File: src/rtl/vram_scanout_pkg.sv
// Shared types, default raster timing and small helpers for the VRAM scanout controller.
package vram_scanout_pkg;

    typedef enum logic [1:0] {
        IDLE  = 2'd0,
        RUN   = 2'd1,
        DRAIN = 2'd2
    } scanout_state_t;

    localparam int DEFAULT_H_ACTIVE = 16;
    localparam int DEFAULT_H_FRONT  = 2;
    localparam int DEFAULT_H_SYNC   = 4;
    localparam int DEFAULT_H_BACK   = 2;
    localparam int DEFAULT_V_ACTIVE = 8;
    localparam int DEFAULT_V_FRONT  = 1;
    localparam int DEFAULT_V_SYNC   = 2;
    localparam int DEFAULT_V_BACK   = 1;

    // Raster attributes of one counter position, carried down the alignment pipeline.
    typedef struct packed {
        logic active;
        logic odd;
        logic hsync;
        logic vsync;
        logic frame_start;
    } raster_tap_t;

    function automatic logic sync_level(input logic asserted, input logic active_low);
        return asserted ^ active_low;
    endfunction

endpackage

File: src/rtl/vram_scanout_if.sv
// VRAM port-B bus: the scanout controller drives it as master, the video RAM answers as slave.
interface vram_scanout_if #(
    parameter int ADDRESS_WIDTH = 16,
    parameter int DATA_WIDTH    = 16
);
    logic                     vram_enable_b;
    logic                     vram_rw_b;
    logic [ADDRESS_WIDTH-1:0] vram_address_b;
    logic [DATA_WIDTH-1:0]    vram_data_b;

    modport master (
        output vram_enable_b,
        output vram_rw_b,
        output vram_address_b,
        input  vram_data_b
    );

    modport slave (
        input  vram_enable_b,
        input  vram_rw_b,
        input  vram_address_b,
        output vram_data_b
    );
endinterface

File: src/rtl/scanout_timing_generator.sv
// Horizontal/vertical raster counters with active-area, sync-window and frame-wrap decode.
module scanout_timing_generator
    import vram_scanout_pkg::*;
#(
    parameter int H_ACTIVE = DEFAULT_H_ACTIVE,
    parameter int H_FRONT  = DEFAULT_H_FRONT,
    parameter int H_SYNC   = DEFAULT_H_SYNC,
    parameter int H_BACK   = DEFAULT_H_BACK,
    parameter int V_ACTIVE = DEFAULT_V_ACTIVE,
    parameter int V_FRONT  = DEFAULT_V_FRONT,
    parameter int V_SYNC   = DEFAULT_V_SYNC,
    parameter int V_BACK   = DEFAULT_V_BACK
) (
    input  logic clock,
    input  logic reset_n,
    input  logic enable,
    output logic active,
    output logic h_odd,
    output logic hsync_on,
    output logic vsync_on,
    output logic at_origin,
    output logic frame_wrap
);

    localparam int H_TOTAL = H_ACTIVE + H_FRONT + H_SYNC + H_BACK;
    localparam int V_TOTAL = V_ACTIVE + V_FRONT + V_SYNC + V_BACK;
    // One spare count of headroom so the sync-end bound is representable when the back porch is 0.
    localparam int HW = $clog2(H_TOTAL + 1);
    localparam int VW = $clog2(V_TOTAL + 1);

    localparam logic [HW-1:0] H_LAST       = HW'(H_TOTAL - 1);
    localparam logic [HW-1:0] H_ACT        = HW'(H_ACTIVE);
    localparam logic [HW-1:0] H_SYNC_BEGIN = HW'(H_ACTIVE + H_FRONT);
    localparam logic [HW-1:0] H_SYNC_END   = HW'(H_ACTIVE + H_FRONT + H_SYNC);
    localparam logic [VW-1:0] V_LAST       = VW'(V_TOTAL - 1);
    localparam logic [VW-1:0] V_ACT        = VW'(V_ACTIVE);
    localparam logic [VW-1:0] V_SYNC_BEGIN = VW'(V_ACTIVE + V_FRONT);
    localparam logic [VW-1:0] V_SYNC_END   = VW'(V_ACTIVE + V_FRONT + V_SYNC);

    logic [HW-1:0] h;
    logic [VW-1:0] v;

    always_ff @(posedge clock or negedge reset_n) begin
        if (!reset_n) begin
            h <= '0;
            v <= '0;
        end else if (enable) begin
            // NOTE: non-blocking so h and v both update from their pre-edge values.
            if (h == H_LAST) begin
                h <= '0;
                v <= (v == V_LAST) ? '0 : v + VW'(1);
            end else begin
                h <= h + HW'(1);
            end
        end
    end

    always_comb begin
        active     = (h < H_ACT) && (v < V_ACT);
        h_odd      = h[0];
        hsync_on   = (h >= H_SYNC_BEGIN) && (h < H_SYNC_END);
        vsync_on   = (v >= V_SYNC_BEGIN) && (v < V_SYNC_END);
        at_origin  = (h == '0) && (v == '0);
        frame_wrap = (h == H_LAST) && (v == V_LAST);
    end

endmodule

File: src/rtl/vram_scanout_controller.sv
// Reads VRAM port B linearly, unpacks two pixels per word and emits a 2-clock-aligned raster stream.
module vram_scanout_controller
    import vram_scanout_pkg::*;
#(
    parameter int                       ADDRESS_WIDTH   = 16,
    parameter int                       DATA_WIDTH      = 16,
    parameter int                       PIXEL_WIDTH     = 8,
    parameter logic [ADDRESS_WIDTH-1:0] VRAM_BASE       = '0,
    parameter int                       H_ACTIVE        = DEFAULT_H_ACTIVE,
    parameter int                       H_FRONT         = DEFAULT_H_FRONT,
    parameter int                       H_SYNC          = DEFAULT_H_SYNC,
    parameter int                       H_BACK          = DEFAULT_H_BACK,
    parameter int                       V_ACTIVE        = DEFAULT_V_ACTIVE,
    parameter int                       V_FRONT         = DEFAULT_V_FRONT,
    parameter int                       V_SYNC          = DEFAULT_V_SYNC,
    parameter int                       V_BACK          = DEFAULT_V_BACK,
    parameter bit                       SYNC_ACTIVE_LOW = 1'b1
) (
    input  logic                   clock,
    input  logic                   reset_n,
    input  logic                   run,
    output logic                   busy,
    output logic                   frame_start,
    vram_scanout_if.master         vram,
    output logic [PIXEL_WIDTH-1:0] pixel_out,
    output logic                   pixel_active,
    output logic                   hsync,
    output logic                   vsync
);

    scanout_state_t state, next_state;

    logic counting;
    logic active, h_odd, hsync_on, vsync_on, at_origin, frame_wrap;

    raster_tap_t tap, s1;

    logic [ADDRESS_WIDTH-1:0] pointer;
    logic [PIXEL_WIDTH-1:0]   held_pixel;
    logic [PIXEL_WIDTH-1:0]   pixel_next;

    scanout_timing_generator #(
        .H_ACTIVE (H_ACTIVE),
        .H_FRONT  (H_FRONT),
        .H_SYNC   (H_SYNC),
        .H_BACK   (H_BACK),
        .V_ACTIVE (V_ACTIVE),
        .V_FRONT  (V_FRONT),
        .V_SYNC   (V_SYNC),
        .V_BACK   (V_BACK)
    ) u_timing (
        .clock      (clock),
        .reset_n    (reset_n),
        .enable     (counting),
        .active     (active),
        .h_odd      (h_odd),
        .hsync_on   (hsync_on),
        .vsync_on   (vsync_on),
        .at_origin  (at_origin),
        .frame_wrap (frame_wrap)
    );

    always_ff @(posedge clock or negedge reset_n) begin
        if (!reset_n) state <= IDLE;
        else          state <= next_state;
    end

    // A stop request only retires at the frame wrap; run at the wrap chains the next frame.
    always_comb begin
        // NOTE: default first so every path assigns next_state and no latch is inferred.
        next_state = state;
        case (state)
            IDLE:    if (run) next_state = RUN;
            RUN:     if (!run) next_state = frame_wrap ? IDLE : DRAIN;
            DRAIN:   if (run) next_state = RUN;
                     else if (frame_wrap) next_state = IDLE;
            default: next_state = IDLE;
        endcase
    end

    always_comb begin
        counting            = (state != IDLE);
        busy                = counting;
        vram.vram_enable_b  = counting && active && !h_odd;
        vram.vram_rw_b      = 1'b0;
        vram.vram_address_b = pointer;
        tap = '{
            active:      counting && active,
            odd:         h_odd,
            hsync:       counting && hsync_on,
            vsync:       counting && vsync_on,
            frame_start: counting && at_origin
        };
    end

    // Advances once per fetched word, i.e. after the odd half of each active pixel pair.
    always_ff @(posedge clock or negedge reset_n) begin
        if (!reset_n) begin
            pointer <= VRAM_BASE;
        end else if (counting) begin
            if (frame_wrap)           pointer <= VRAM_BASE;
            else if (active && h_odd) pointer <= pointer + ADDRESS_WIDTH'(1);
        end
    end

    // Stage 1 sees read data for an even pixel; the odd half is parked for the following clock.
    always_comb begin
        pixel_next = '0;
        if (s1.active) begin
            pixel_next = s1.odd ? held_pixel
                                : vram.vram_data_b[DATA_WIDTH-1 -: PIXEL_WIDTH];
        end
    end

    always_ff @(posedge clock or negedge reset_n) begin
        if (!reset_n) begin
            s1           <= '0;
            held_pixel   <= '0;
            pixel_out    <= '0;
            pixel_active <= 1'b0;
            hsync        <= sync_level(1'b0, SYNC_ACTIVE_LOW);
            vsync        <= sync_level(1'b0, SYNC_ACTIVE_LOW);
            frame_start  <= 1'b0;
        end else begin
            s1 <= tap;
            if (s1.active && !s1.odd) held_pixel <= vram.vram_data_b[PIXEL_WIDTH-1:0];
            pixel_out    <= pixel_next;
            pixel_active <= s1.active;
            hsync        <= sync_level(s1.hsync, SYNC_ACTIVE_LOW);
            vsync        <= sync_level(s1.vsync, SYNC_ACTIVE_LOW);
            frame_start  <= s1.frame_start;
        end
    end

endmodule
File: src/flat_wrapper.sv
// flat-port wrapper written by rule: the top's interface ports become plain ports
module vram_scanout_controller_flat import vram_scanout_pkg::*;
#(
    parameter int                       ADDRESS_WIDTH   = 16,
    parameter int                       DATA_WIDTH      = 16,
    parameter int                       PIXEL_WIDTH     = 8,
    parameter logic [ADDRESS_WIDTH-1:0] VRAM_BASE       = '0,
    parameter int                       H_ACTIVE        = DEFAULT_H_ACTIVE,
    parameter int                       H_FRONT         = DEFAULT_H_FRONT,
    parameter int                       H_SYNC          = DEFAULT_H_SYNC,
    parameter int                       H_BACK          = DEFAULT_H_BACK,
    parameter int                       V_ACTIVE        = DEFAULT_V_ACTIVE,
    parameter int                       V_FRONT         = DEFAULT_V_FRONT,
    parameter int                       V_SYNC          = DEFAULT_V_SYNC,
    parameter int                       V_BACK          = DEFAULT_V_BACK,
    parameter bit                       SYNC_ACTIVE_LOW = 1'b1
)
  (clock, reset_n, run, busy, frame_start, pixel_out, pixel_active, hsync, vsync, vram_vram_enable_b, vram_vram_rw_b, vram_vram_address_b, vram_vram_data_b);
  vram_scanout_if #(.ADDRESS_WIDTH(ADDRESS_WIDTH), .DATA_WIDTH(DATA_WIDTH)) vram_i ();
  input  logic clock;
  input  logic reset_n;
  input  logic run;
  output logic busy;
  output logic frame_start;
  output logic [PIXEL_WIDTH-1:0] pixel_out;
  output logic pixel_active;
  output logic hsync;
  output logic vsync;
  output wire logic [$bits(vram_i.vram_enable_b)-1:0] vram_vram_enable_b;
  output wire logic [$bits(vram_i.vram_rw_b)-1:0] vram_vram_rw_b;
  output wire logic [$bits(vram_i.vram_address_b)-1:0] vram_vram_address_b;
  input wire logic [$bits(vram_i.vram_data_b)-1:0] vram_vram_data_b;
  assign vram_vram_enable_b = vram_i.vram_enable_b;
  assign vram_vram_rw_b = vram_i.vram_rw_b;
  assign vram_vram_address_b = vram_i.vram_address_b;
  assign vram_i.vram_data_b = vram_vram_data_b;
  vram_scanout_controller #(.ADDRESS_WIDTH(ADDRESS_WIDTH), .DATA_WIDTH(DATA_WIDTH), .PIXEL_WIDTH(PIXEL_WIDTH), .VRAM_BASE(VRAM_BASE), .H_ACTIVE(H_ACTIVE), .H_FRONT(H_FRONT), .H_SYNC(H_SYNC), .H_BACK(H_BACK), .V_ACTIVE(V_ACTIVE), .V_FRONT(V_FRONT), .V_SYNC(V_SYNC), .V_BACK(V_BACK), .SYNC_ACTIVE_LOW(SYNC_ACTIVE_LOW)) u_core (.clock(clock), .reset_n(reset_n), .run(run), .busy(busy), .frame_start(frame_start), .vram(vram_i), .pixel_out(pixel_out), .pixel_active(pixel_active), .hsync(hsync), .vsync(vsync));
endmodule
File: config.mk
export PLATFORM = sky130hd
export DESIGN_NAME = vram_scanout_controller_flat
export DESIGN_NICKNAME = d
export VERILOG_FILES = /design/src/rtl/vram_scanout_pkg.sv /design/src/rtl/vram_scanout_if.sv /design/src/rtl/scanout_timing_generator.sv /design/src/rtl/vram_scanout_controller.sv /design/src/flat_wrapper.sv
export SDC_FILE = /design/constraint.sdc
export NUM_CORES = 1
export LEC_CHECK = 0
export ABC_AREA = 1
export CAP_MARGIN = 20
export CORE_MARGIN = 2
export CORE_UTILIZATION = 45
export CTS_BUF_LIST = sky130_fd_sc_hd__clkbuf_16
export DETAILED_ROUTE_END_ITERATION = 8
export DONT_BUFFER_PORTS = 1
export GPL_TIMING_DRIVEN = 0
export RECOVER_POWER = 50
export SYNTH_ARGS = -nofsm -noshare
export SYNTH_HDL_FRONTEND = slang
export SYNTH_HIERARCHICAL = 1
export SYNTH_SLANG_ARGS = --single-unit
File: constraint.sdc
create_clock -name clock -period 2.1 [get_ports clock]
set_input_delay 0.105 -clock clock [delete_from_list [all_inputs] [get_ports clock]]
set_output_delay 0.105 -clock clock [all_outputs]
set_load 0.05 [all_outputs]
### After elaboration in Yosys (flattened, before gate mapping)

Index checks and enable logic that the tools add are counted.

* memory bits (read-only): 0
* output and inout port bits: 31
* bits in latches: 0
* RAM bits: 0
* logic and storage cells: 67
* input bits: 19
* register bits after elaboration: 52
* memories kept: 0

* equal/unequal tests: 7
* $lt $le $gt $ge: 6
* bitwise logic cells: 2
* add/subtract/negate cells: 3
* reductions and logical operators: 22
* multiply operators: 0
* shift operators: 0
* multiplexer cells: 12
* divide/modulo/power cells: 0

Operators with widths (count)
* $mux 16: 2
* $add 16x1->16 const B: 1
* $mux 8: 2
* $logic_and 1x1->1: 12
* $lt 5x5->1 const B: 2
* $mux 2: 5
* $lt 4x4->1 const B: 2
* $pmux 2 s3: 1
* $add 5x1->5 const B: 1
* $eq 5x5->1 const B: 1
* $ge 5x5->1 const B: 1
* $logic_not 5->1: 1
* $mux 5: 1
* $add 4x1->4 const B: 1
* $eq 4x4->1 const B: 1
* $ge 4x4->1 const B: 1
* $logic_not 4->1: 1
* $mux 4: 1
* $ne 2x2->1 const B: 2
* $reduce_and 2->1: 2
* $reduce_bool 2->1: 2
* $ne 3x2->1 const B: 1
* $reduce_and 3->1: 1
* $eq 2x1->1 const B: 1
* other kinds (4): 6

### Depth between registers and ports, before layout

* depth in word-level cells: 5
* mapped depth: 12
* depth with buffers taken out: 12

### Modules after synthesis

Netlist, hierarchy kept.

Modules (own cells, without submodules)
* vram_scanout_controller: instances 1, sequential area each 1078.5 sq um, cells each 225, area each 1938.1 sq um
* scanout_timing_generator: instances 1, sequential area each 225.2 sq um, cells each 69, area each 563.0 sq um

### Worst setup path after synthesis

No wires, ideal clock.

* path kind: reg-to-output
* start: reg u_core.u_timing.h[4]
* end: out vram_vram_enable_b
* buffers on the path: 0
* slack: 342 ps
* stages on the path, launching flop included: 4
* arrival time: 1653 ps
* data required time: 1995 ps
* cell sequence: dfrtp_1 > nor2_1 > inv_1 > nor3_1

* word-level cells in the longest chain between the ends: 4

RTL lines
* start, declared: RTL line scanout_timing_generator.sv:40 `logic [HW-1:0] h;`
* start signal, assigned: RTL line scanout_timing_generator.sv:53 `h <= h + HW'(1);`
* $lt 5x5->1: RTL line scanout_timing_generator.sv:59 `active = (h < H_ACT) && (v < V_ACT);`
* $logic_and 1x1->1: RTL line scanout_timing_generator.sv:59
* named net u_core.active: RTL line vram_scanout_controller.sv:34 `logic active, h_odd, hsync_on, vsync_on, at_origin, frame_wrap;`
* $logic_and 1x1->1 (2 in a row): RTL line vram_scanout_controller.sv:84 `vram.vram_enable_b = counting && active && !h_odd;`
* end, declared: RTL line flat_wrapper.sv:29 `output wire logic [$bits(vram_i.vram_enable_b)-1:0] vram_vram_enable_b;`

The timed path passes the listed nets, and every way through them passes these cells.

### Worst setup path after layout

* start: reg u_core.u_timing.v[0]
* end: reg u_core.pointer[10], in the netlist u_core/vram.vram_address_b[10]

* elaborated cells between the ends (all ways): 8
* those cells by class: order compare (1); eq/ne (1); mux (1); reduce/logical (5)

RTL lines
* start, declared: RTL line scanout_timing_generator.sv:41 `logic [VW-1:0] v;`
* start signal, assigned: RTL line scanout_timing_generator.sv:51 `v <= (v == V_LAST) ? '0 : v + VW'(1);`
* $eq 4x4->1 *: RTL line scanout_timing_generator.sv:64 `frame_wrap = (h == H_LAST) && (v == V_LAST);`
* $logic_and 1x1->1 *: RTL line scanout_timing_generator.sv:64
* named net u_core.frame_wrap: RTL line vram_scanout_controller.sv:34
* $reduce_bool 2->1 (no line)
* $reduce_and 2->1 (no line)
* end signal, assigned: RTL line vram_scanout_controller.sv:102 `else if (active && h_odd) pointer <= pointer + ADDRESS_WIDTH'(1);`
* end, declared: RTL line vram_scanout_controller.sv:38 `logic [ADDRESS_WIDTH-1:0] pointer;`

The timed path passes the listed nets; every way through them passes the cells marked *.
A chain may end at the register's enable or synchronous reset.

==> impl_metrics.toml <==
[timing]
fin_crit_ns = 1.87
tns_ns = 0
relSlewSlack_pct = 17.2
finClkSkew_ns = 0.00456
hold_violations = 0
setup_viol = 0
finalMaxSlewViolations = 0
fin_crit_sh_pct = 89.1
max_freq_mhz = 535
worst_pin_slew_ns = 1.24
rsz0062_at_grt = "no"

[floorplan]
die_h_um = 78.6
start_util_pct = 46.0
rows = 27
coreArea_mm2 = 0.00544
dieWidth_um = 78.6
io_pins = 50
dieArea_mm2 = 0.00617

[grt]
top_usage_layer = "met2"
use_met1_pct = 20.0
grt_use_total_pct = 16.7
grt-ovfl-total = 0
antenna_found_initial = 0
grt_pass1_vias = 1823
grt_pass1_wl_um = 8200
grt_max_degree = 53
met3_usage_pct = 5.63
use_met2_pct = 28.0

[setup_path]
cpPeakStageDelay_ns = 0.41
start_kind = "flop"
r2r-end = "u_core/vram.vram_address_b[10]"
path_class = "reg -> reg"
crit_required_ns = 2.28
path_cells = "ha_1, nand3_1, nor2_4, inv_2, nand2_2, nand2_4, nor2_4, nand2_1, nor2_1, nor2_1"
rr_worst_depth = 10
r2r_slack_ns = 0.23
slowest_stage = "dfrtp_1"
r2r_start = "u_core/u_timing/v[0]"
crit_fanout = 6
cp-end-kind = "flop"
cp.arrival_ns = 2.05

[min_path]
whs_endpoint = "u_core/pixel_out[0]"
hp-class = "in -> reg"
hold_depth = 2
hold_path.startpoint = "vram_vram_data_b[8]"

[cells_and_area]
n_antenna_cell = 0
final_nets = 345
stdcell_area_mm2 = 0.00293
fillCellCount = 516
drive_gt1_share_pct = 12.5
synthToLayoutAreaGrowth_pct = 17.2

[synth]
yosys.area_share.xor_xnor_pct = 0.350
synth_compound_area_share_pct = 5.60
yosys.area.top_type = "dfrtp_1"
synthCells = 294
synth_top_area_share_pct = 50.0
synth.area.top_cells = "dfrtp_1 (50%), nand2_1 (8.4%), nor2_1 (8.1%)"
synthSimpleGateAreaFrac_pct = 27.8
synth-adder-area-share_pct = 3.50
syn-num-nets = 320
synth-edff-count = 0
ys_seq_area_share_pct = 52.1
mappedNetlistArea_mm2 = 0.00250
ys.warnings.count = 6
synth_mux_area_share_pct = 3.60
async_flop_share_pct = 100
ys_ff_latch = 52
avgSynthCellArea_um2 = 8.51
ys_types = 27
synth_top_family_by_area = "simple AND/OR/NAND/NOR gates"
yosys_most_used_dff = "dfrtp_1"

[cts]
clock_latency_ns = 0.29
path_clk_slew_ns = 0.07
cts_root_buf = "clkbuf_16"
post_cts_buffers = 0
clockBufferDepth = 2
htreeDepth = 2
cts_tree = "done"
clock_sinks = 52
cts_buffers = 5

[drt]
wl_per_cell_um = 12.1
drtIter0Drc = 60
post-route-drc-count = 0
ant_nets = 0
dr.pass1.iters = 5
vias_per_cell = 4.93
routed-via-count = 1932
wl_um = 4730

[outcome]
status = "finished clean"

[place]
dp_hpwl_um = 3300
placed_area_mm2 = 0.00260
gp_congestion = 0.827
numPortBuffers = 0

[run]
cap_violations = 0

[power]
powerDensity_mw_per_mm2 = 1210
p_leak_uw = 0.00143
vdd_drop_max_mv = 0.610
-- power breakdown --
part | internal [uW] | switching, uW | total (uW) | leakage, uW
clock network | 444 | 364 | 808 | 0.0000660
registers | 1280 | 625 | 1910 | 0.000665
logic | 322 | 518 | 840 | 0.000696
total | 2050 | 1510 | 3560 | 0.00143
-- logic make-up (layout without fill, tap and decap cells) --
| family | Yosys count | after routing |
|---|---|---|
| compound gates | 28 | 28 |
| xor+xnor | 1 | 1 |
| fa+ha+maj | 7 | 7 |
| buf+inv | 44 | 70 |
| flops | 52 | 52 |
| mux | 8 | 8 |
| other cells | 1 | 1 |
| simple gates | 153 | 153 |
-- sequential cells by signal, indices dropped and copies added (netlist names), 2 cells and up --
signal / flops
u_core/pixel_out: 8
u_core/state: 2
u_core/held_pixel: 8
u_core/vram.vram_address_b: 16
u_core/s1: 5
u_core/u_timing/v: 4
u_core/u_timing/h: 5
-- cell type report --
type	count	area [um2]	share of cell area, %
buffer	4	21.3	0.726
timing repair buffer	18	175	5.98
inverter	40	150	5.12
clock inverter	3	23.8	0.811
multi-input combinational	198	1040	35.5
tap	72	90.1	3.07
clock buffer	5	125	4.27
sequential	52	1310	44.5
-- synth_stat cells, types with 2 or more instances --
cell type and count:
nor2_4 3, nor4_1 2, nand3_1 21, mux2_2 8, dfrtp_1 50, inv_1 37
nand4_1 4, nor2_1 54, nand2_2 4, inv_2 3, nor3_1 4, dfstp_2 2
nand2_1 56, a21oi_1 9, ha_1 7, o21ai_0 19
-- routing by layer --
metal  part of all wire, %  vias to the layer above
met5                     0                        -
met4                  0.57                        0
met3                   6.2                        2
met2                    49                       45
met1                    44                      910
li1                      -                      975
-- worst max-delay path, delay by kind of cell, from the launching register on --
kind / cells / cell delay (ns)
and+or+nand+nor: 8 / 1.04
DFF: 1 / 0.41
adders and majority gates: 1 / 0.23
buffers and inverters: 1 / 0.08
-- worst max-delay path by stage --
stage / start / slack [ns] / end
detailed placement: u_core/u_timing/h[0] / 0.11 / u_core/vram.vram_address_b[11]
CTS: u_core/u_timing/h[0] / 0.09 / u_core/vram.vram_address_b[10]
global route: u_core/u_timing/v[0] / 0.006 / u_core/vram.vram_address_b[11]
floorplan: u_core/u_timing/h[4] / 0.34 / vram_vram_enable_b
finish: u_core/u_timing/v[0] / 0.23 / u_core/vram.vram_address_b[10]
global placement: u_core/u_timing/h[0] / 0.19 / u_core/vram.vram_address_b[10]
-- layout by cell type, fill, tap and decap left out, types with 2 or more instances in the layout --
cell type and instances:
a21oi_1 9, dfrtp_1 49, nor3_1 3, nand2_1 56
clkinvlp_4 2, clkbuf_2 2, inv_1 37, nor2_1 53
dfstp_2 2, nand2_2 4, clkbuf_16 5, nand3_1 21
nor2_4 4, nand4_1 4, dlygate4sd3_1 17, inv_2 3
nor4_1 2, ha_1 6, mux2_2 8, o21ai_0 19
-- what timing repair did --
item,4_1_cts,5_1_grt
setup endpoints to repair,0,9
endpoints found under the hold margin,69,0
hold buffers,18,0
gates resized for setup,0,4
-- stage by stage --
| stage | power [uW] | cells | util (%) | hold WS, ns | worst slack (ns) |
|---|---|---|---|---|---|
| final | 3560 | 392 | 53.9 | 0.0297 | 0.229 |
| after global placement | 2690 | 366 | 47.6 | -0.190 | 0.188 |
| after CTS | 3600 | 392 | 54.1 | 0.0248 | 0.0851 |
| after floorplan | 2540 | 294 | - | -0.191 | 0.342 |
| after global routing | 3800 | 392 | 53.9 | 0.0916 | 0.00609 |
| after detailed placement | 2720 | 366 | 47.7 | -0.190 | 0.113 |
Power figures use the tool's default switching activity.
